### config.mk
export PLATFORM = sky130hd
export DESIGN_NAME = mac_accumulator
export DESIGN_NICKNAME = d
export VERILOG_FILES = /design/src/rtl/mac_accumulator.sv
export SDC_FILE = /design/constraint.sdc
export NUM_CORES = 2
export LEC_CHECK = 0
export BUFFER_PORTS_ARGS = -buffer_cell sky130_fd_sc_hd__buf_2
export CAP_MARGIN = 10
export CORE_UTILIZATION = 55
export CTS_CLUSTER_DIAMETER = 200
export DETAILED_ROUTE_END_ITERATION = 6
export PLACE_DENSITY = 0.8
export SYNTH_ARGS = -nofsm -noshare
export SYNTH_HDL_FRONTEND = slang
export SYNTH_SLANG_ARGS = --single-unit
### constraint.sdc
create_clock -name clk -period 8.9 [get_ports clk]
set_input_delay 1.335 -clock clk [delete_from_list [all_inputs] [get_ports clk]]
set_output_delay 1.335 -clock clk [all_outputs]
set_load 0.02 [all_outputs]
### src/rtl/mac_accumulator.sv
// Pipelined 32x32 unsigned multiply-accumulate over in_last-delimited blocks; result 2 edges after the last accept.
// A result held with out_ready=0 stalls the whole pipe and drops in_ready; ACC_W legal range is 64..128.

module mac_mul32 (
    input  logic [31:0] a_i,
    input  logic [31:0] b_i,
    output logic [63:0] p_o,
    output logic        cout_o
);
    assign p_o    = 64'(a_i) * 64'(b_i);
    assign cout_o = |p_o[63:32];
endmodule

module mac_accumulator #(
    parameter int ACC_W = 80
) (
    input  logic             clk,
    input  logic             rst,
    input  logic             in_valid,
    output logic             in_ready,
    input  logic [31:0]      a,
    input  logic [31:0]      b,
    input  logic             in_last,
    output logic             out_valid,
    input  logic             out_ready,
    output logic [ACC_W-1:0] out_data,
    output logic [15:0]      out_count,
    output logic             out_ovf
);
    logic             s1_vld_q;
    logic [31:0]      s1_a_q;
    logic [31:0]      s1_b_q;
    logic             s1_last_q;
    logic [ACC_W-1:0] acc_q;
    logic [ACC_W-1:0] acc_d;
    logic [15:0]      cnt_q;
    logic [15:0]      cnt_d;
    logic             ovf_q;
    logic             ovf_d;
    logic             first_q;
    logic             out_vld_q;
    logic [ACC_W-1:0] out_dat_q;
    logic [15:0]      out_cnt_q;
    logic             out_ovf_q;

    logic [63:0]      prod;
    logic             mul_cout_unused;
    logic [ACC_W-1:0] base;
    logic [ACC_W:0]   sum;
    logic             advance;
    logic             xfer;
    logic             load_res;

    mac_mul32 u_mul (
        .a_i    (s1_a_q),
        .b_i    (s1_b_q),
        .p_o    (prod),
        .cout_o (mul_cout_unused)
    );

    assign advance  = !(out_vld_q && !out_ready);
    assign xfer     = in_valid && advance;
    assign load_res = advance && s1_vld_q && s1_last_q;

    always_comb begin
        base  = first_q ? '0 : acc_q;
        sum   = {1'b0, base} + {1'b0, ACC_W'(prod)};
        acc_d = sum[ACC_W-1:0];
        // A new block restarts the sticky overflow from this term's carry alone.
        ovf_d = (!first_q && ovf_q) || sum[ACC_W];
        if (first_q)
            cnt_d = 16'd1;
        else if (cnt_q == 16'hFFFF)
            cnt_d = cnt_q;
        else
            cnt_d = cnt_q + 16'd1;
    end

    always_ff @(posedge clk) begin
        if (rst) begin
            s1_vld_q  <= 1'b0;
            s1_a_q    <= '0;
            s1_b_q    <= '0;
            s1_last_q <= 1'b0;
            acc_q     <= '0;
            cnt_q     <= '0;
            ovf_q     <= 1'b0;
            first_q   <= 1'b1;
            out_vld_q <= 1'b0;
            out_dat_q <= '0;
            out_cnt_q <= '0;
            out_ovf_q <= 1'b0;
        end else begin
            if (advance) begin
                s1_vld_q <= xfer;
                if (xfer) begin
                    s1_a_q    <= a;
                    s1_b_q    <= b;
                    s1_last_q <= in_last;
                end
                if (s1_vld_q) begin
                    acc_q   <= acc_d;
                    cnt_q   <= cnt_d;
                    ovf_q   <= ovf_d;
                    first_q <= s1_last_q;
                end
            end
            if (load_res) begin
                out_vld_q <= 1'b1;
                out_dat_q <= acc_d;
                out_cnt_q <= cnt_d;
                out_ovf_q <= ovf_d;
            end else if (out_vld_q && out_ready) begin
                out_vld_q <= 1'b0;
            end
        end
    end

    assign in_ready  = advance;
    assign out_valid = out_vld_q;
    assign out_data  = out_dat_q;
    assign out_count = out_cnt_q;
    assign out_ovf   = out_ovf_q;
endmodule
==> results_tabular.tex <==
\begin{tabular}{lr}
\hline
Metric & Value \\
\hline
\multicolumn{2}{l}{\textbf{Drt}} \\
\quad Remaining antenna violation count & 0 \\
\quad Violation count after the first detailed-routing iteration & roughly 3000 \\
\quad DRT Pass-1 Iters & 7 \\
\quad Routed wire length & 123.2 mm \\
\quad Total vias in the final route & approximately 36000 \\
\quad \# DRC & 2 \\
\quad Wirelength per Cell & 19.38 um \\
\quad Detail-routed via count per cell & 5.691 \\
\multicolumn{2}{l}{\textbf{Worst setup path}} \\
\quad Launching instance or port of the critical path & s1\_a\_q[16]\$\_SDFFE\_PP0P\_ \\
\quad Kind of capture point of the worst setup path & register \\
\quad Critical path depth & 23 \\
\quad Setup slack of the worst register-to-register path & 0.39 ns \\
\quad Number of cell instances on the worst register-to-register path & 23 \\
\quad FF-to-FF End & acc\_q[79]\$\_SDFFE\_PP0P\_ \\
\quad Beginning of the worst register-to-register path & s1\_a\_q[16]\$\_SDFFE\_PP0P\_ \\
\quad Crit start category & register \\
\quad Last element of the critical path & acc\_q[79]\$\_SDFFE\_PP0P\_ \\
\quad Critical Path Max Stage Delay & 0.63 ns \\
\quad Library cell contributing the largest single delay on the critical path & sky130\_fd\_sc\_hd\_\_dfxtp\_1 \\
\quad Top delay family on crit path & adder cells \\
\quad Worst path buffer plus inverter count & 4 \\
\quad Worst path arrival time & 9.00 ns \\
\quad Most prevalent standard cell on the critical path & sky130\_fd\_sc\_hd\_\_fa\_1 \\
\quad Cells along the critical path & buf\_4, nand2\_1, fa\_1, inv\_1, fa\_1, fa\_1, fa\_1, fa\_1, fa\_1, fa\_1, inv\_1, fa\_1, inv\_1, ha\_1, and3\_1, nor4b\_4, a21oi\_1, o21ai\_0, a21oi\_1, a2111oi\_4, o31ai\_2, or4\_1, a31oi\_1 \\
\quad Kind of critical path & reg2reg \\
\quad Maximum fanout along the worst path & 22 \\
\quad Worst Path Required & 9.39 ns \\
\multicolumn{2}{l}{\textbf{Cells and area}} \\
\quad Non-Filler Cell Area, Final & 0.04867 sq mm \\
\quad Area growth, synth to finish & 6.868\% \\
\quad Fill count & 6962 \\
\quad Fraction of final layout cells with drive strength greater than 1 & 0.07020 \\
\quad Number of antenna repair diodes & 0 \\
\quad Final Net Count & between 6000 and 7000 \\
\multicolumn{2}{l}{\textbf{Synth}} \\
\quad Most area-hungry cell type in the Yosys netlist & sky130\_fd\_sc\_hd\_\_fa\_1 \\
\quad Gate Count Post-Synth & 5275 \\
\quad Prevailing post-synth register cell & sky130\_fd\_sc\_hd\_\_dfxtp\_1 \\
\quad Syn avg cell area & 8.634 sq um \\
\quad Area share of the largest cell type after synthesis & 0.4229 \\
\quad Synth cell count leaders & sky130\_fd\_sc\_hd\_\_nand2\_1, sky130\_fd\_sc\_hd\_\_fa\_1, sky130\_fd\_sc\_hd\_\_inv\_1, sky130\_fd\_sc\_hd\_\_and2\_1, sky130\_fd\_sc\_hd\_\_clkbuf\_1 \\
\quad Syn. warnings & 0 \\
\quad Netlist Area Pre-Place & 0.04554 sq mm \\
\quad Ys async rst share & 0 \\
\quad Register area share after synthesis & 0.1152 \\
\quad Netlist cell types & 74 \\
\quad Most frequent cell after synthesis & sky130\_fd\_sc\_hd\_\_nand2\_1 \\
\quad Number of enable-type register cells in the synthesized netlist & 0 \\
\quad Leading post-synthesis cells by cell area & sky130\_fd\_sc\_hd\_\_fa\_1, sky130\_fd\_sc\_hd\_\_dfxtp\_1, sky130\_fd\_sc\_hd\_\_nand2\_1 \\
\quad Synthesized net count & 6566 \\
\quad Post-synthesis sequential element count & 262 \\
\multicolumn{2}{l}{\textbf{Min path}} \\
\quad WHS Path Cells & 2 \\
\quad Hold/Removal Path Class & reg2reg \\
\multicolumn{2}{l}{\textbf{Power and ir drop}} \\
\quad Leakage & roughly 24 nW \\
\quad VDD IR max & 125.0 uV \\
\quad Pwr/cell area & 109.0 mW/mm\^{}2 \\
\multicolumn{2}{l}{\textbf{CTS}} \\
\quad Htree depth & 2 \\
\quad Number of sinks handled by clock tree synthesis & 262 \\
\quad Number of buffers inserted to repair setup after CTS & 0 \\
\quad Maximum count of clock buffers along a single path & 3 \\
\quad TritonCTS buffer count & 34 \\
\quad Buffer cell driving the clock tree root & sky130\_fd\_sc\_hd\_\_clkbuf\_16 \\
\quad Insertion delay of the later-clocked pin in the worst-skew pair & between 0.5 and 0.6 ns \\
\quad Worst-path clk slew & 0.06 ns \\
\quad CTS tree & built \\
\quad Cts-stage hold buffer count & 0 \\
\multicolumn{2}{l}{\textbf{Global routing}} \\
\quad Global-route usage over all layers & 0.3069 \\
\quad Via count of the first global-routing pass & about 38000 \\
\quad First-pass GRT wire length & a little over 200 mm \\
\quad Pin count of the biggest net entering global routing & 97 \\
\quad Number of antenna violations at the first check in global routing & 0 \\
\quad Sum of overflow across all layers after global routing & 0 \\
\multicolumn{2}{l}{\textbf{Place}} \\
\quad Weighted congestion at the end of routability-driven global placement & slightly below 1 \\
\quad Detailed-placement wirelength estimate & 99.69 mm \\
\quad Instance area at placement & 0.04742 sq mm \\
\quad I/O Buffers & 167 \\
\quad Setup slack after placement & 0.1730 ns \\
\multicolumn{2}{l}{\textbf{Timing}} \\
\quad Post-route worst hold slack & about 0.45 ns \\
\quad Transition time at the pin with the least slew margin & 1.126 ns \\
\quad Post-layout worst setup margin & between 0.3 and 0.4 ns \\
\quad RSZ-0062 raised after global routing & false \\
\quad Sum Neg Setup Slack & 0 ns \\
\quad Final period demand of the worst path & 8.510 ns \\
\quad Slew Limit Fails & 0 \\
\quad Final setup violation count & 0 \\
\quad Worst slew slack as a fraction of its limit & 0.2490 \\
\quad Fmax & between 100 and 150 MHz \\
\quad Number of hold-slack violations in the final timing report & 0 \\
\quad Clock Skews & between 0.03 and 0.04 ns \\
\quad Fraction of the cycle the final worst path needs & 0.9562 \\
\multicolumn{2}{l}{\textbf{Floorplan}} \\
\quad Die Wd & 289.8 um \\
\quad Die extent in y & 289.8 um \\
\quad Full die area & 0.08396 sq mm \\
\quad Top Ports & around 170 \\
\quad Floorplan core area & 0.08198 sq mm \\
\quad Rows & around 110 \\
\quad Effective utilization at floorplan & 0.5556 \\
\multicolumn{2}{l}{\textbf{Outcome}} \\
\quad Failing checks & design-rule violations \\
\quad Run status & complete, but fails checks \\
\multicolumn{2}{l}{\textbf{Run}} \\
\quad MaxCap Viol Count & 0 \\
\hline
\end{tabular}
cell families (layout without fill, tap and decap cells):
kind of cell,after synthesis,in the layout,synth area share
AOI/OAI and AO/OA,560,560,0.07374
xor gates and xnor gates,58,58,0.01115
adders and majority gates,1222,1222,0.4943
buffers and inverters,1278,1288,0.1055
DFF,262,262,0.1152
muxes,14,14,0.003104
and+or+nand+nor,1881,1881,0.1971
layout by cell type (no fill, tap or decap), types with 80 or more instances in the layout:
| cell | netlist | layout |
|---|---|---|
| sky130_fd_sc_hd__nand2_1 | 1025 | 1022 |
| sky130_fd_sc_hd__buf_2 | 5 | 166 |
| sky130_fd_sc_hd__fa_1 | 962 | 962 |
| sky130_fd_sc_hd__inv_1 | 950 | 950 |
| sky130_fd_sc_hd__buf_4 | 0 | 101 |
| sky130_fd_sc_hd__a21oi_1 | 296 | 296 |
| sky130_fd_sc_hd__dfxtp_1 | 262 | 251 |
| sky130_fd_sc_hd__ha_1 | 260 | 260 |
| sky130_fd_sc_hd__nand3_1 | 80 | 80 |
| sky130_fd_sc_hd__and2_1 | 482 | 480 |
| sky130_fd_sc_hd__o21ai_0 | 88 | 88 |
worst register-to-register path: cells and delay by family, from the launching register on:
kind / cells / cell delay (ns)
DFF: 1 / 0.63
and+or+nand+nor: 4 / 1.25
buffers and inverters: 4 / 0.58
AOI/OAI and AO/OA: 6 / 1.43
adders and majority gates: 9 / 4.54
registers in the layout (all words and copies together), names as in the netlist:
register,flops
acc_q,80
cnt_q,16
first_q,1
out_count,16
out_data,80
out_ovf,1
out_valid,1
ovf_q,1
s1_a_q,32
s1_b_q,32
s1_last_q,1
s1_vld_q,1
layer usage:
| layer | global-route usage | up-vias | wire [um] | part of all wire |
|---|---|---|---|---|
| li1 | - | 15870 | - | - |
| met1 | 0.4191 | 18280 | 49330 | 0.40 |
| met2 | 0.5028 | 1747 | 58110 | 0.47 |
| met3 | 0.04710 | 268 | 11340 | 0.092 |
| met4 | 0.1003 | 0 | 4408 | 0.036 |
| met5 | 0 | - | 0 | 0 |
worst min path at each step:
stage / from / end / slack (ns)
floorplan: acc_q[0]$_SDFFE_PP0P_ / acc_q[0]$_SDFFE_PP0P_ / 0.43
global placement: out_data[68]$_SDFFE_PP0P_ / out_data[68]$_SDFFE_PP0P_ / 0.44
detailed placement: acc_q[0]$_SDFFE_PP0P_ / acc_q[0]$_SDFFE_PP0P_ / 0.44
CTS: acc_q[8]$_SDFFE_PP0P_ / acc_q[8]$_SDFFE_PP0P_ / 0.45
global route: acc_q[23]$_SDFFE_PP0P_ / acc_q[23]$_SDFFE_PP0P_ / 0.47
finish: acc_q[0]$_SDFFE_PP0P_ / acc_q[0]$_SDFFE_PP0P_ / 0.45
through the flow:
step / power, mW / utilization / instances
detailed placement: 3.682 / 0.5784 / 6293
CTS: 5.303 / 0.5935 / 6355
global route: 5.618 / 0.5937 / 6355
global placement: 3.653 / 0.5784 / 6293
finish: 5.308 / 0.5937 / 6355
floorplan: 2.920 / - / 5275
power breakdown:
group | total (mW) | switching (mW) | internal [mW]
Clock | 1.58 | 0.647 | 0.931
Combinational | 2.38 | 1.52 | 0.862
Sequential | 1.35 | 0.115 | 1.24
final cells by class:
cell class	instances	area (sq um)	area share
repair buffers	275	1743	0.03581
inverters	951	3570	0.07334
clock buffers	38	875.8	0.01799
flip-flops and latches	262	5259	0.1080
multi-input cells	3735	35530	0.7299
well taps	1070	1339	0.02751
clock inverters	24	360.3	0.007404
what timing repair did:
item | in CTS | in global routing
resized for setup | 0 | 11
endpoints found under the hold margin | 0 | 0
setup endpoints to repair | 0 | 13
(Power assumes the default switching activity.)
